[config.mk]
export PLATFORM = sky130hd
export DESIGN_NAME = sd_block_server
export DESIGN_NICKNAME = d
export VERILOG_FILES = /design/src/rtl/sd_block_server.sv
export SDC_FILE = /design/constraint.sdc
export NUM_CORES = 1
export LEC_CHECK = 0
export BUFFER_PORTS_ARGS = -buffer_cell sky130_fd_sc_hd__clkbuf_2
export CORE_ASPECT_RATIO = 1.5
export CORE_UTILIZATION = 40
export CTS_CLUSTER_SIZE = 8
export DETAILED_ROUTE_END_ITERATION = 10
export GPL_TIMING_DRIVEN = 0
export PLACE_DENSITY = 0.67
export SYNTH_ARGS = -nofsm -noshare
export SYNTH_HDL_FRONTEND = slang
export SYNTH_SLANG_ARGS = --single-unit
export TNS_END_PERCENT = 1
[constraint.sdc]
create_clock -name CLK -period 4 [get_ports CLK]
set_input_delay 0.4 -clock CLK [delete_from_list [all_inputs] [get_ports CLK]]
set_output_delay 0.4 -clock CLK [all_outputs]
set_load 0.01 [all_outputs]
[src/rtl/sd_block_server.sv]
// sd_block_server
//   Host-side responder for the four-drive SD block request interface of the
//   floppy controller. Each granted request moves (blk_cnt+1) 512-byte blocks
//   between a byte-wide backing memory and the requester's sector buffer.
//   Backing memory layout: {drive[1:0], lba[10:0], byte[8:0]} (1 MB per drive).
//   Blocks whose number (lba + block index) exceeds 2047 lie outside the drive
//   window: reads return FILL, writes are dropped, and the memory is untouched.
//
// Ports
//   CLK, RESET_N     clock (rising edge), asynchronous active-low reset
//   sd_lba[d]        block address of drive d, sampled at grant
//   sd_blk_cnt[d]    number of blocks minus one, sampled at grant
//   sd_rd, sd_wr     per-drive level requests (read wins if both high)
//   sd_ack           one-hot acknowledge, high for the whole transfer
//   sd_buff_addr     byte index into the requester buffer
//   sd_buff_dout     read data to the requester
//   sd_buff_wr       one-cycle strobe: requester stores dout at addr
//   sd_buff_din[d]   requester buffer data, valid 1 cycle after sd_buff_addr
//   mem_addr/rd/wr   backing memory request, held until mem_ready
//   mem_wdata        backing memory write data
//   mem_rdata        backing memory read data, valid with mem_ready
//   mem_ready        one-cycle completion of the outstanding access
//   dbg_state        current FSM state, for observation only
//
// Handshakes
//   Drive request: the requester raises sd_rd/sd_wr and keeps it up until it
//   sees its sd_ack bit high, then drops it. sd_ack stays high until the last
//   byte has moved, then falls for at least one cycle before the next grant.
//   A request still high when the block server is idle again is a new request.
//   Memory: mem_rd or mem_wr (never both) is held with a stable mem_addr until
//   the cycle in which mem_ready is high; that cycle completes the access.
module sd_block_server #(
   parameter int         MEM_AW = 22,
   parameter logic [7:0] FILL   = 8'h00
) (
   input  logic                 CLK,
   input  logic                 RESET_N,
   input  logic [3:0][31:0]     sd_lba,
   input  logic [3:0][5:0]      sd_blk_cnt,
   input  logic [3:0]           sd_rd,
   input  logic [3:0]           sd_wr,
   output logic [3:0]           sd_ack,
   output logic [8:0]           sd_buff_addr,
   output logic [7:0]           sd_buff_dout,
   output logic                 sd_buff_wr,
   input  logic [3:0][7:0]      sd_buff_din,
   output logic [MEM_AW-1:0]    mem_addr,
   output logic                 mem_rd,
   output logic                 mem_wr,
   output logic [7:0]           mem_wdata,
   input  logic [7:0]           mem_rdata,
   input  logic                 mem_ready,
   output logic [3:0]           dbg_state
);

   localparam logic [3:0] IDLE      = 4'd0;
   localparam logic [3:0] SETUP     = 4'd1;
   localparam logic [3:0] RD_FETCH  = 4'd2;
   localparam logic [3:0] RD_WAIT   = 4'd3;
   localparam logic [3:0] RD_PUSH   = 4'd4;
   localparam logic [3:0] WR_ADDR   = 4'd5;
   localparam logic [3:0] WR_SAMPLE = 4'd6;
   localparam logic [3:0] WR_WAIT   = 4'd7;
   localparam logic [3:0] WR_NEXT   = 4'd8;
   localparam logic [3:0] DONE      = 4'd9;

   logic [3:0]  state;
   logic [1:0]  last_served;
   logic [1:0]  drv;
   logic [31:0] lba_q;
   logic [5:0]  blk_cnt_q;
   logic        dir_rd;
   logic [5:0]  kc;

   logic [3:0]  pending;
   logic        grant_valid;
   logic [1:0]  grant_drv;
   logic [32:0] blk_sum;
   logic        oor;
   logic        last_byte;
   logic        last_blk;
   logic [MEM_AW-1:0] map_addr;

   assign dbg_state = state;
   assign pending   = sd_rd | sd_wr;

   // Round-robin search starting just after the last drive served; the last
   // served drive itself is checked last (offset 4 wraps to offset 0).
   always_comb begin
      logic [1:0] idx;
      grant_valid = 1'b0;
      grant_drv   = 2'd0;
      idx         = 2'd0;
      for (int i = 1; i <= 4; i++) begin
         idx = last_served + 2'(i);
         if (!grant_valid && pending[idx]) begin
            grant_valid = 1'b1;
            grant_drv   = idx;
         end
      end
   end

   // 33-bit block number: a huge lba cannot wrap back into the window.
   assign blk_sum   = {1'b0, lba_q} + 33'(kc);
   assign oor       = |blk_sum[32:11];
   assign last_byte = &sd_buff_addr;
   assign last_blk  = (kc == blk_cnt_q);
   assign map_addr  = MEM_AW'({drv, blk_sum[10:0], sd_buff_addr});

   // sd_buff_addr doubles as the byte counter within the current block.
   always_ff @(posedge CLK or negedge RESET_N) begin
      if (!RESET_N) begin
         state        <= IDLE;
         sd_ack       <= '0;
         sd_buff_addr <= '0;
         sd_buff_dout <= '0;
         sd_buff_wr   <= 1'b0;
         mem_rd       <= 1'b0;
         mem_wr       <= 1'b0;
         mem_addr     <= '0;
         mem_wdata    <= '0;
         last_served  <= 2'd0;
         drv          <= 2'd0;
         lba_q        <= '0;
         blk_cnt_q    <= '0;
         dir_rd       <= 1'b0;
         kc           <= '0;
      end else begin
         case (state)
            IDLE: begin
               if (grant_valid) begin
                  drv       <= grant_drv;
                  lba_q     <= sd_lba[grant_drv];
                  blk_cnt_q <= sd_blk_cnt[grant_drv];
                  dir_rd    <= sd_rd[grant_drv];
                  sd_ack    <= 4'b0001 << grant_drv;
                  state     <= SETUP;
               end
            end
            SETUP: begin
               sd_buff_addr <= '0;
               kc           <= '0;
               state        <= dir_rd ? RD_FETCH : WR_ADDR;
            end
            RD_FETCH: begin
               if (oor) begin
                  sd_buff_dout <= FILL;
                  sd_buff_wr   <= 1'b1;
                  state        <= RD_PUSH;
               end else begin
                  mem_rd   <= 1'b1;
                  mem_addr <= map_addr;
                  state    <= RD_WAIT;
               end
            end
            RD_WAIT: begin
               if (mem_ready) begin
                  sd_buff_dout <= mem_rdata;
                  sd_buff_wr   <= 1'b1;
                  mem_rd       <= 1'b0;
                  state        <= RD_PUSH;
               end
            end
            RD_PUSH: begin
               sd_buff_wr   <= 1'b0;
               sd_buff_addr <= sd_buff_addr + 9'd1;
               state        <= RD_FETCH;
               if (last_byte) begin
                  kc <= kc + 6'd1;
                  if (last_blk) begin
                     sd_ack      <= '0;
                     last_served <= drv;
                     state       <= DONE;
                  end
               end
            end
            // The buffer read port is registered: the address presented in
            // WR_ADDR yields its data during WR_SAMPLE.
            WR_ADDR: begin
               state <= WR_SAMPLE;
            end
            WR_SAMPLE: begin
               mem_wdata <= sd_buff_din[drv];
               if (oor) begin
                  state <= WR_NEXT;
               end else begin
                  mem_wr   <= 1'b1;
                  mem_addr <= map_addr;
                  state    <= WR_WAIT;
               end
            end
            WR_WAIT: begin
               if (mem_ready) begin
                  mem_wr <= 1'b0;
                  state  <= WR_NEXT;
               end
            end
            WR_NEXT: begin
               sd_buff_addr <= sd_buff_addr + 9'd1;
               state        <= WR_ADDR;
               if (last_byte) begin
                  kc <= kc + 6'd1;
                  if (last_blk) begin
                     sd_ack      <= '0;
                     last_served <= drv;
                     state       <= DONE;
                  end
               end
            end
            // One cycle with ack low so the requester can tell transfers apart.
            DONE: begin
               state <= IDLE;
            end
            default: begin
               state <= IDLE;
            end
         endcase
      end
   end

endmodule

==> flow_metrics.tcl, run 1 <==
set metrics [dict create \
    crit_path_cell_trace "ha_1 -> fa_1 -> a21o_1 -> a221oi_2 -> buf_4 -> nor3_1 -> nor4b_1 -> a2bb2o_1 -> nor4_4 -> buf_4 -> nand3_4 -> buf_6 -> mux2_4" \
    num_vias 6270 \
    ir_drop_uv 302.0 \
    pin_count 261 \
    critPathLaunch "kc[0]" \
    seq_area_frac_synth_pct 38.91 \
    setup_violations 0 \
    clk_pin_slew_ns 0.07 \
    fin_crit_sh_pct 94.39 \
    routedWlPerCell_um 17.02 \
    row_count 58 \
    netlist_area_sq_um 6882 \
    rsz0062_at_grt "no" \
    cp_slowest_stage_delay_ns 0.46 \
    area_growth_pct 28.11 \
    ant_nets 0 \
    synth_fa_ha_area_share_pct 1.927 \
    port_buffers 260 \
    cp-end-kind "flip-flop" \
    final_nets 1165 \
    num_antenna_cells 0 \
    critPathRequiredTime_ns 4.23 \
    yosys-top-cells-area "dfrtp_1, mux2_2, mux2i_1" \
    die_area_sq_um 17740 \
    slew_headroom_pct 23.88 \
    syn_inst 678 \
    drv_cap 0 \
    cts_htree_levels 3 \
    seqCellArea_sq_um 2678 \
    dieWidth_um 109.1 \
    power_mw 4.620 \
    synth_xor_xnor_area_share_pct 3.182 \
    skew_ns 0.007381 \
    viasPerCell 5.373 \
    ys_types 58 \
    arrival_ns 4.01 \
    tns_ns 0 \
    synth_top_area_share_pct 38.91 \
    hold_buffers 0 \
    tightestPinTransition_ns 1.142 \
    ys_ff_latch 107 \
    final_common_cell "clkbuf_2" \
    worst_r2r_startpoint "kc[0]" \
    grt_usage_pct 22.92 \
    synthFlopType "dfrtp_1" \
    die_h_um 162.6 \
    grt_max_degree 108 \
    grt_overflow_total 0 \
    drc 0 \
    drv_slew 0 \
    worstSkewPairLatency_ns 0.35 \
    clockBufferDepth 2 \
    cp_slowest_cell "dfrtp_1" \
    worstSetupStartpointType "flip-flop" \
    crit_top_cell "buf_4" \
    antenna_found_initial 0 \
    max_freq_ghz 0.2648 \
    start_util_pct 41.05 \
    stdcell_count 1167 \
    cts.sinks 107 \
    dp_cells 1149 \
    synth_top_cell_by_area "dfrtp_1" \
    place_hpwl_um 15850 \
    hold-worst-slack_ns 0.1269 \
    synth.avg_cell_area_sq_um 10.15 \
    reg2regPathDepth 13 \
    core_sq_um 16760 \
    p_per_area_nw_per_um2 524.1 \
    nFillCells 1608 \
    min_period_ns 3.776 \
    synth-compound-area-share_pct 14.31 \
    post-route-worst-setup-slack_ns 0.2242 \
    p_leak_nw 4.261 \
    grt_pass1_vias 6083 \
    gp_congestion 0.9586 \
    dr.pass1.iters 4 \
    outcome "finished, final reports clean" \
    cts_tree "yes" \
    reg2reg_to "mem_addr[14]" \
    ff2ff_setup_slack_ns 0.22 \
    drive_gt1_share_pct 39.08 \
    synthArstFlopShare_pct 100.0 \
    cts-root-buf "clkbuf_16" \
    path_class "reg2reg" \
    synth_top_family_by_area "multiplexers" \
    hp-class "in2async" \
    grt_pass1_wl_um 31020 \
    crit_fanout 10 \
    dp_slack_ns -0.2150 \
    synth_edf_count 0 \
    drt-initial-drc-count 267 \
    layout_common_cells "clkbuf_2, dfrtp_1, mux2_2" \
    yosysWarnings 0 \
    wirelength_um 19870 \
    synthMuxAreaShare_pct 22.64 \
    hold_viol_final 0 \
    syn_nets 891 \
    cts_made_buffers 9 \
    synth_simple_gate_area_share_pct 16.16 \
    multiInputGateArea_sq_um 4021 \
]
==> cells by family (layout without fill, tap and decap cells) <==
group                    Yosys count  after routing
buffers and inverters             47            326
multiplexers                     130            130
XOR/XNOR                          25             25
AO/OA/AOI/OAI                    151            151
AND/OR/NAND/NOR                  208            208
adder cells (fa/ha/maj)           10             10
flip-flops                       107            107
==> how the worst max path moves through the flow <==
stage,to,slack (ns),depth (start not counted)
global placement,blk_cnt_q[2],-0.31,9
floorplan,mem_addr[10],0.51,12
CTS,mem_addr[14],0.04,13
finish,mem_addr[14],0.22,13
detailed placement,mem_addr[16],-0.21,12
global route,mem_addr[14],0.03,13
==> repair_timing <==
action,4_1_cts,5_1_grt
buffers inserted,2,0
setup endpoints to repair,21,24
gates resized for setup,1,3
cloned,0,0
pin swaps,1,0
==> through the flow <==
step	cell area, sq um	utilization [%]
finish	8816	52.59
global route	8816	52.59
CTS	8807	52.54
detailed placement	8459	50.46
global placement	8446	50.38
floorplan	6882	-
==> Yosys cell counts, drive strengths merged (2+ instances only) <==
cell     count
dfrtp      107
mux2        71
a21oi       51
mux2i       51
nand2       48
nor2b       41
a211oi      37
nor2        35
clkbuf      33
o21ai       23
nand3       19
xnor2       15
nor3        14
nand4       11
and3        10
xor2        10
buf          9
ha           9
mux4         8
a21o         5
a221oi       5
inv          5
nand2b       5
nor4         5
and4         4
o211ai       4
a211o        3
a31oi        3
and2         3
o31ai        3
or2          3
or3          3
a2bb2oi      2
a32o         2
nand4b       2
nor4b        2
o22ai        2
or4          2
==> state kept, by name, summed over array words and instances (netlist names), 2 cells and up <==
signal / cells
lba_q: 32
mem_addr: 22
sd_buff_addr: 9
mem_wdata: 8
sd_buff_dout: 8
blk_cnt_q: 6
kc: 6
dbg_state: 4
sd_ack: 4
drv: 2
last_served: 2
==> metal layers <==
metal  wire length, um  up-vias  GRT usage, %
met5                 0        -             0
met4               522        0         9.337
met3               931       28         3.161
met2             10780      188         41.54
met1              7633     2989         26.52
li1                  -     3065             -
==> worst max-delay path: cells and delay by family (launching register included) <==
| kind | cells | cell delay, ns |
|---|---|---|
| flip-flops | 1 | 0.46 |
| buffers and inverters | 3 | 0.62 |
| multiplexers | 1 | 0.31 |
| AND/OR/NAND/NOR | 4 | 0.75 |
| adder cells (fa/ha/maj) | 2 | 0.67 |
| AO/OA/AOI/OAI | 3 | 0.86 |
==> layout make-up <==
cell class	instances	share of cell area [%]
buffer	42	2.058
sequential	107	30.37
timing repair buffer	263	15.09
clock inverter	7	1.121
tap	210	2.980
clock buffer	9	2.555
multi-input combinational	524	45.61
inverter	5	0.2129
==> report_power, final <==
| part | internal [mW] | switching, mW | leakage, nW | total [mW] |
|---|---|---|---|---|
| clock network | 0.555 | 0.418 | 0.157 | 0.973 |
| registers | 1.42 | 0.324 | 1.37 | 1.74 |
| logic | 0.922 | 0.981 | 2.74 | 1.90 |
Power figures use the tool's default switching activity.
==> run 2, diff against run 1 <==
--- a/config.mk
+++ b/config.mk
@@ -14,2 +14,3 @@
 export PLACE_DENSITY = 0.67
+export RECOVER_POWER = 50
 export SYNTH_ARGS = -nofsm -noshare
==> constraint.sdc (replaced) <==
create_clock -name CLK -period 4 [get_ports CLK]
set_input_delay 0.6 -clock CLK [delete_from_list [all_inputs] [get_ports CLK]]
set_output_delay 0.6 -clock CLK [all_outputs]
set_load 0.01 [all_outputs]
==> run 2 against run 1 <==
The flow now finishes with violations (capacitance limit, slew limit). Power is 0.34% lower. Sequential power is essentially flat. First-iteration DRC count is the same. Global-route usage did not move. Largest cell class unchanged.
==> flow_metrics.tcl, run 2 (synthesis gave the netlist of run 1 again) <==
set metrics [dict create \
    cts_tree "yes" \
    fin_crit_sh_pct 93.66 \
    violations "capacitance limit, slew limit" \
    clk_pin_slew_ns 0.07 \
    die_area_sq_um 17740 \
    row_count 58 \
    largest-register "lba_q" \
    hold_start "sd_ack[2]" \
    core_sq_um 16760 \
    min_period_ns 3.746 \
    ff2ff_setup_slack_ns 0.25 \
    cts-root-buf "clkbuf_16" \
    skew_ns 0.008321 \
    largest_reg_flops 32 \
    cts.sinks 107 \
    area_growth_pct 27.45 \
    antenna_found_initial 0 \
    max_freq_ghz 0.2669 \
    design_area_sq_um 8771 \
    whs_endpoint "sd_ack[2]" \
    gp_congestion 0.9586 \
    worst_r2r_startpoint "kc[0]" \
    worstSetupStartpointType "flip-flop" \
    hold_viol_final 0 \
    hp-class "reg2reg" \
    reg2reg_to "mem_addr[14]" \
    grt_overflow_total 0 \
    ir_drop_uv 304.0 \
    drv_slew 108 \
    drc 0 \
    viasPerCell 5.399 \
    die_h_um 162.6 \
    reg2regPathDepth 13 \
    cts_htree_levels 3 \
    port_buffers 260 \
    slew_headroom_pct -79.53 \
    final_nets 1165 \
    path_class "reg2reg" \
    grt_pass1_vias 6083 \
    crit_fanout 10 \
    grt_max_degree 108 \
    outcome "finished, violations left" \
    layout_common_cells "clkbuf_2, dfrtp_1, clkbuf_1" \
    cts_made_buffers 9 \
    grt_pass1_wl_um 31020 \
    critPathRequiredTime_ns 4.23 \
    clockBufferDepth 2 \
    wirelength_um 19950 \
    setup_violations 0 \
    dieWidth_um 109.1 \
    place_hpwl_um 15850 \
    cp-end-kind "flip-flop" \
    num_antenna_cells 0 \
    ant_nets 0 \
    p_leak_nw 4.163 \
    tightestPinTransition_ns 2.693 \
    dr.pass1.iters 4 \
    placed_cell_area_sq_um 8459 \
    routedWlPerCell_um 17.10 \
    pin_count 261 \
    top_regs "lba_q x32, mem_addr x22, sd_buff_addr x9" \
    drive_gt1_share_pct 36.05 \
    drv_cap 1 \
    start_util_pct 41.05 \
    min_path_cells 1 \
    worstSkewPairLatency_ns 0.35 \
    rsz0062_at_grt "no" \
    p_per_area_nw_per_um2 525.0 \
    grt_usage_pct 22.92 \
    arrival_ns 3.98 \
    num_vias 6301 \
    power_mw 4.605 \
    final_common_cell "clkbuf_2" \
    drt-initial-drc-count 267 \
]
## run 2: area by class of cell
cell class / count / area [sq um]
clock inverters: 7 / 98.84
fillers: 1621 / 7993
flip-flops and latches: 107 / 2678
repair buffers: 263 / 1285
multi-input cells: 524 / 4021
plain buffers: 42 / 181.4
inverters: 5 / 18.77
clock buffers: 9 / 225.2
well taps: 210 / 262.8
## run 2: timing repair
action | 4_1_cts | 5_1_grt
pin swaps | 1 | 0
endpoints found under the setup margin | 21 | 24
buffers inserted | 2 | 0
hold buffers | 0 | 0
resized for setup | 1 | 3
## run 2: power breakdown
| group | internal (mW) | switching, mW | total, mW |
|---|---|---|---|
| registers | 1.42 | 0.323 | 1.74 |
| logic | 0.900 | 0.986 | 1.89 |
| clock network | 0.555 | 0.420 | 0.975 |
## run 2: stage by stage
step / cells / setup WS, ns / TNS (ns) / hold slack (ns) / util, %
2_1_floorplan: 678 / 0.5138 / 0 / 0.3044 / -
3_3_place_gp: 1148 / -0.5107 / -16.74 / 0.4699 / 50.38
3_5_place_dp: 1149 / -0.2150 / -4.597 / 0.4804 / 50.46
4_1_cts: 1167 / 0.04252 / 0 / 0.3938 / 52.54
5_1_grt: 1167 / 0.02672 / 0 / 0.5012 / 52.32
6_report: 1167 / 0.2536 / 0 / 0.4939 / 52.32
## run 2: worst max path at each step
stage          startpoint      endpoint  slack [ns]  cells past startpoint
2_1_floorplan       kc[0]  mem_addr[10]        0.51                     12
3_3_place_gp     sd_rd[1]  blk_cnt_q[2]       -0.51                      9
3_5_place_dp        kc[0]  mem_addr[16]       -0.21                     12
4_1_cts             kc[0]  mem_addr[14]        0.04                     13
5_1_grt             kc[0]  mem_addr[14]        0.03                     13
6_report            kc[0]  mem_addr[14]        0.25                     13
## run 2: per-layer routing
layer / GRT usage, % / vias up / wire [um]
met3: 3.161 / 33 / 761
met1: 26.52 / 3009 / 7850
met4: 9.337 / 0 / 575
li1: - / 3068 / -
met5: 0 / - / 0
met2: 41.54 / 191 / 10760
## run 2: critical path: stages (launching register included)
cell	delay, ns
dfrtp_1	0.46
ha_1	0.26
fa_1	0.41
a21o_1	0.22
a221oi_2	0.29
buf_4	0.24
nor3_1	0.07
nor4b_1	0.26
a2bb2o_1	0.34
nor4_4	0.26
buf_4	0.18
nand3_4	0.12
buf_6	0.20
mux2_4	0.31
==> run 3, diff against run 2 <==
ABC_CLOCK_PERIOD_IN_PS = 4000   (was default)
CORE_UTILIZATION = 44   (was 40)
PLACE_DENSITY = 0.73   (was 0.67)
==> run 3 against run 2 <==
The run still ends with capacitance limit, slew limit left. Core utilization grew 5.3 points. Sequential share of layout area is essentially flat. Clock-buffer cell count grew 4. Design area is essentially flat. Critical path type unchanged. Largest cell class unchanged. Largest power group unchanged.
==> flow_metrics.tcl, run 3 (synthesis gave the netlist of run 1 again) <==
set metrics [dict create \
    hold_buffers 0 \
    drv_cap 1 \
    largest-register "lba_q" \
    slew_headroom_pct -75.60 \
    drive_gt1_share_pct 35.88 \
    grt_max_degree 108 \
    violations "capacitance limit, slew limit" \
    drv_slew 108 \
    arrival_ns 4.01 \
    busiest_layer "met2" \
    outcome "finished, violations left" \
    viasPerCell 5.500 \
    layout_common_cells "clkbuf_2, dfrtp_1, clkbuf_1" \
    gp_congestion 0.8980 \
    critPathRequiredTime_ns 4.23 \
    hold_viol_final 0 \
    rsz0062_at_grt "no" \
    wirelength_um 19720 \
    worstSkewPairLatency_ns 0.35 \
    setup_violations 0 \
    cts-root-buf "clkbuf_16" \
    met1_usage_pct 27.84 \
    fin_crit_sh_pct 94.55 \
    cts_tree "yes" \
    ir_drop_uv 269.0 \
    top_regs "lba_q x32, mem_addr x22, sd_buff_addr x9" \
    grt_pass1_wl_um 31020 \
    num_vias 6353 \
    crit_fanout 10 \
    hp-class "reg2reg" \
    grt_use_met3_pct 3.268 \
    port_buffers 260 \
    cts_htree_levels 3 \
    min_path_cells 2 \
    antenna_found_initial 0 \
    place_hpwl_um 15770 \
    worst_r2r_startpoint "kc[0]" \
    stdcell_count 1155 \
    tightestPinTransition_ns 2.634 \
    grt_pass1_vias 6258 \
    die_h_um 155.2 \
    worstSetupStartpointType "flip-flop" \
    final_nets 1164 \
    cp-end-kind "flip-flop" \
    die_area_sq_um 16150 \
    drt-initial-drc-count 258 \
    area_growth_pct 27.40 \
    drc 0 \
    dieWidth_um 104.1 \
    cts.sinks 107 \
    cts_made_buffers 9 \
    start_util_pct 45.25 \
    p_per_area_nw_per_um2 527.8 \
    path_class "reg2reg" \
    reg2regPathDepth 13 \
    skew_ns 0.009778 \
    final_util_pct 57.65 \
    hold_start "sd_ack[1]" \
    clk_pin_slew_ns 0.07 \
    routedWlPerCell_um 17.07 \
    grt_overflow_total 0 \
    ant_nets 0 \
    largest_reg_flops 32 \
    dr.pass1.iters 5 \
    p_leak_nw 4.167 \
    reg2reg_to "mem_addr[20]" \
    grt_usage_pct 24.29 \
    gr-usage-met2_pct 45.49 \
    clockBufferDepth 2 \
    dp_cells 1137 \
    row_count 55 \
    num_antenna_cells 0 \
    min_period_ns 3.782 \
    core_sq_um 15210 \
    pin_count 261 \
    whs_endpoint "sd_ack[1]" \
    max_freq_ghz 0.2644 \
    ff2ff_setup_slack_ns 0.22 \
    final_common_cell "clkbuf_2" \
]
==> run 3: cell types whose count changed in the layout (fill, tap and decap cells not counted) <==
cell        delta
clkbuf_1       +1
clkinv_4       +1
clkbuf_8       +3
clkinv_2       -1
inv_6          -3
clkinvlp_4     -1
buf_2          -1
==> run 3: stage by stage <==
| stage | TNS, ns | setup WS, ns | hold slack, ns | total power, mW | instance area, sq um |
|---|---|---|---|---|---|
| final | 0 | 0.2179 | 0.4921 | 4.628 | 8767 |
| after global routing | 0 | 0.005715 | 0.5059 | 4.919 | 8767 |
| after CTS | 0 | 0.06431 | 0.4128 | 4.681 | 8803 |
| after detailed placement | -4.206 | -0.2115 | 0.4739 | 3.666 | 8441 |
| after global placement | -3.648 | -0.1933 | 0.4699 | 3.607 | 8432 |
| after floorplan | 0 | 0.5138 | 0.3044 | 3.034 | 6882 |
==> run 3: cell type report <==
type | count | area (sq um)
fillers | 1402 | 6441
multi-input cells | 524 | 4021
flip-flops and latches | 107 | 2678
repair buffers | 262 | 1280
clock buffers | 13 | 270.3
well taps | 199 | 249.0
plain buffers | 42 | 181.4
clock inverters | 3 | 68.82
inverters | 5 | 18.77
==> run 3: worst max-delay path by stage <==
stage,start,to,slack [ns],cells after the start
floorplan,kc[0],mem_addr[10],0.51,12
CTS,kc[0],mem_addr[20],0.06,13
detailed placement,kc[0],mem_addr[21],-0.21,12
global placement,kc[0],mem_addr[21],-0.19,12
finish,kc[0],mem_addr[20],0.22,13
global route,kc[0],mem_addr[21],0.006,13
==> run 3: power breakdown <==
part           switching (mW)  leakage, nW  internal, mW
clock                   0.392        0.166         0.602
combinational           0.988         2.63         0.901
sequential              0.323         1.37          1.42
==> run 3: critical path, stage by stage, from the launching register on <==
cell	delay, ns
dfrtp_1	0.45
ha_1	0.26
fa_1	0.40
a21o_1	0.22
a221oi_2	0.30
buf_4	0.24
nor3_1	0.07
nor4b_1	0.29
a2bb2o_1	0.35
nor4_4	0.27
buf_4	0.19
nand3_4	0.13
buf_6	0.20
mux2_4	0.30
==> run 3: routing by layer <==
layer  vias to the layer above  wire length, um
met3                        38              888
met2                       232            10510
met5                         -                0
li1                       3067                -
met1                      3016             7785
met4                         0              530
==> run 3: what timing repair did <==
action                     in CTS  in global routing
gates resized for setup         1                  3
buffers inserted                2                  0
pin swaps                       1                  0
setup endpoints to repair      22                 28
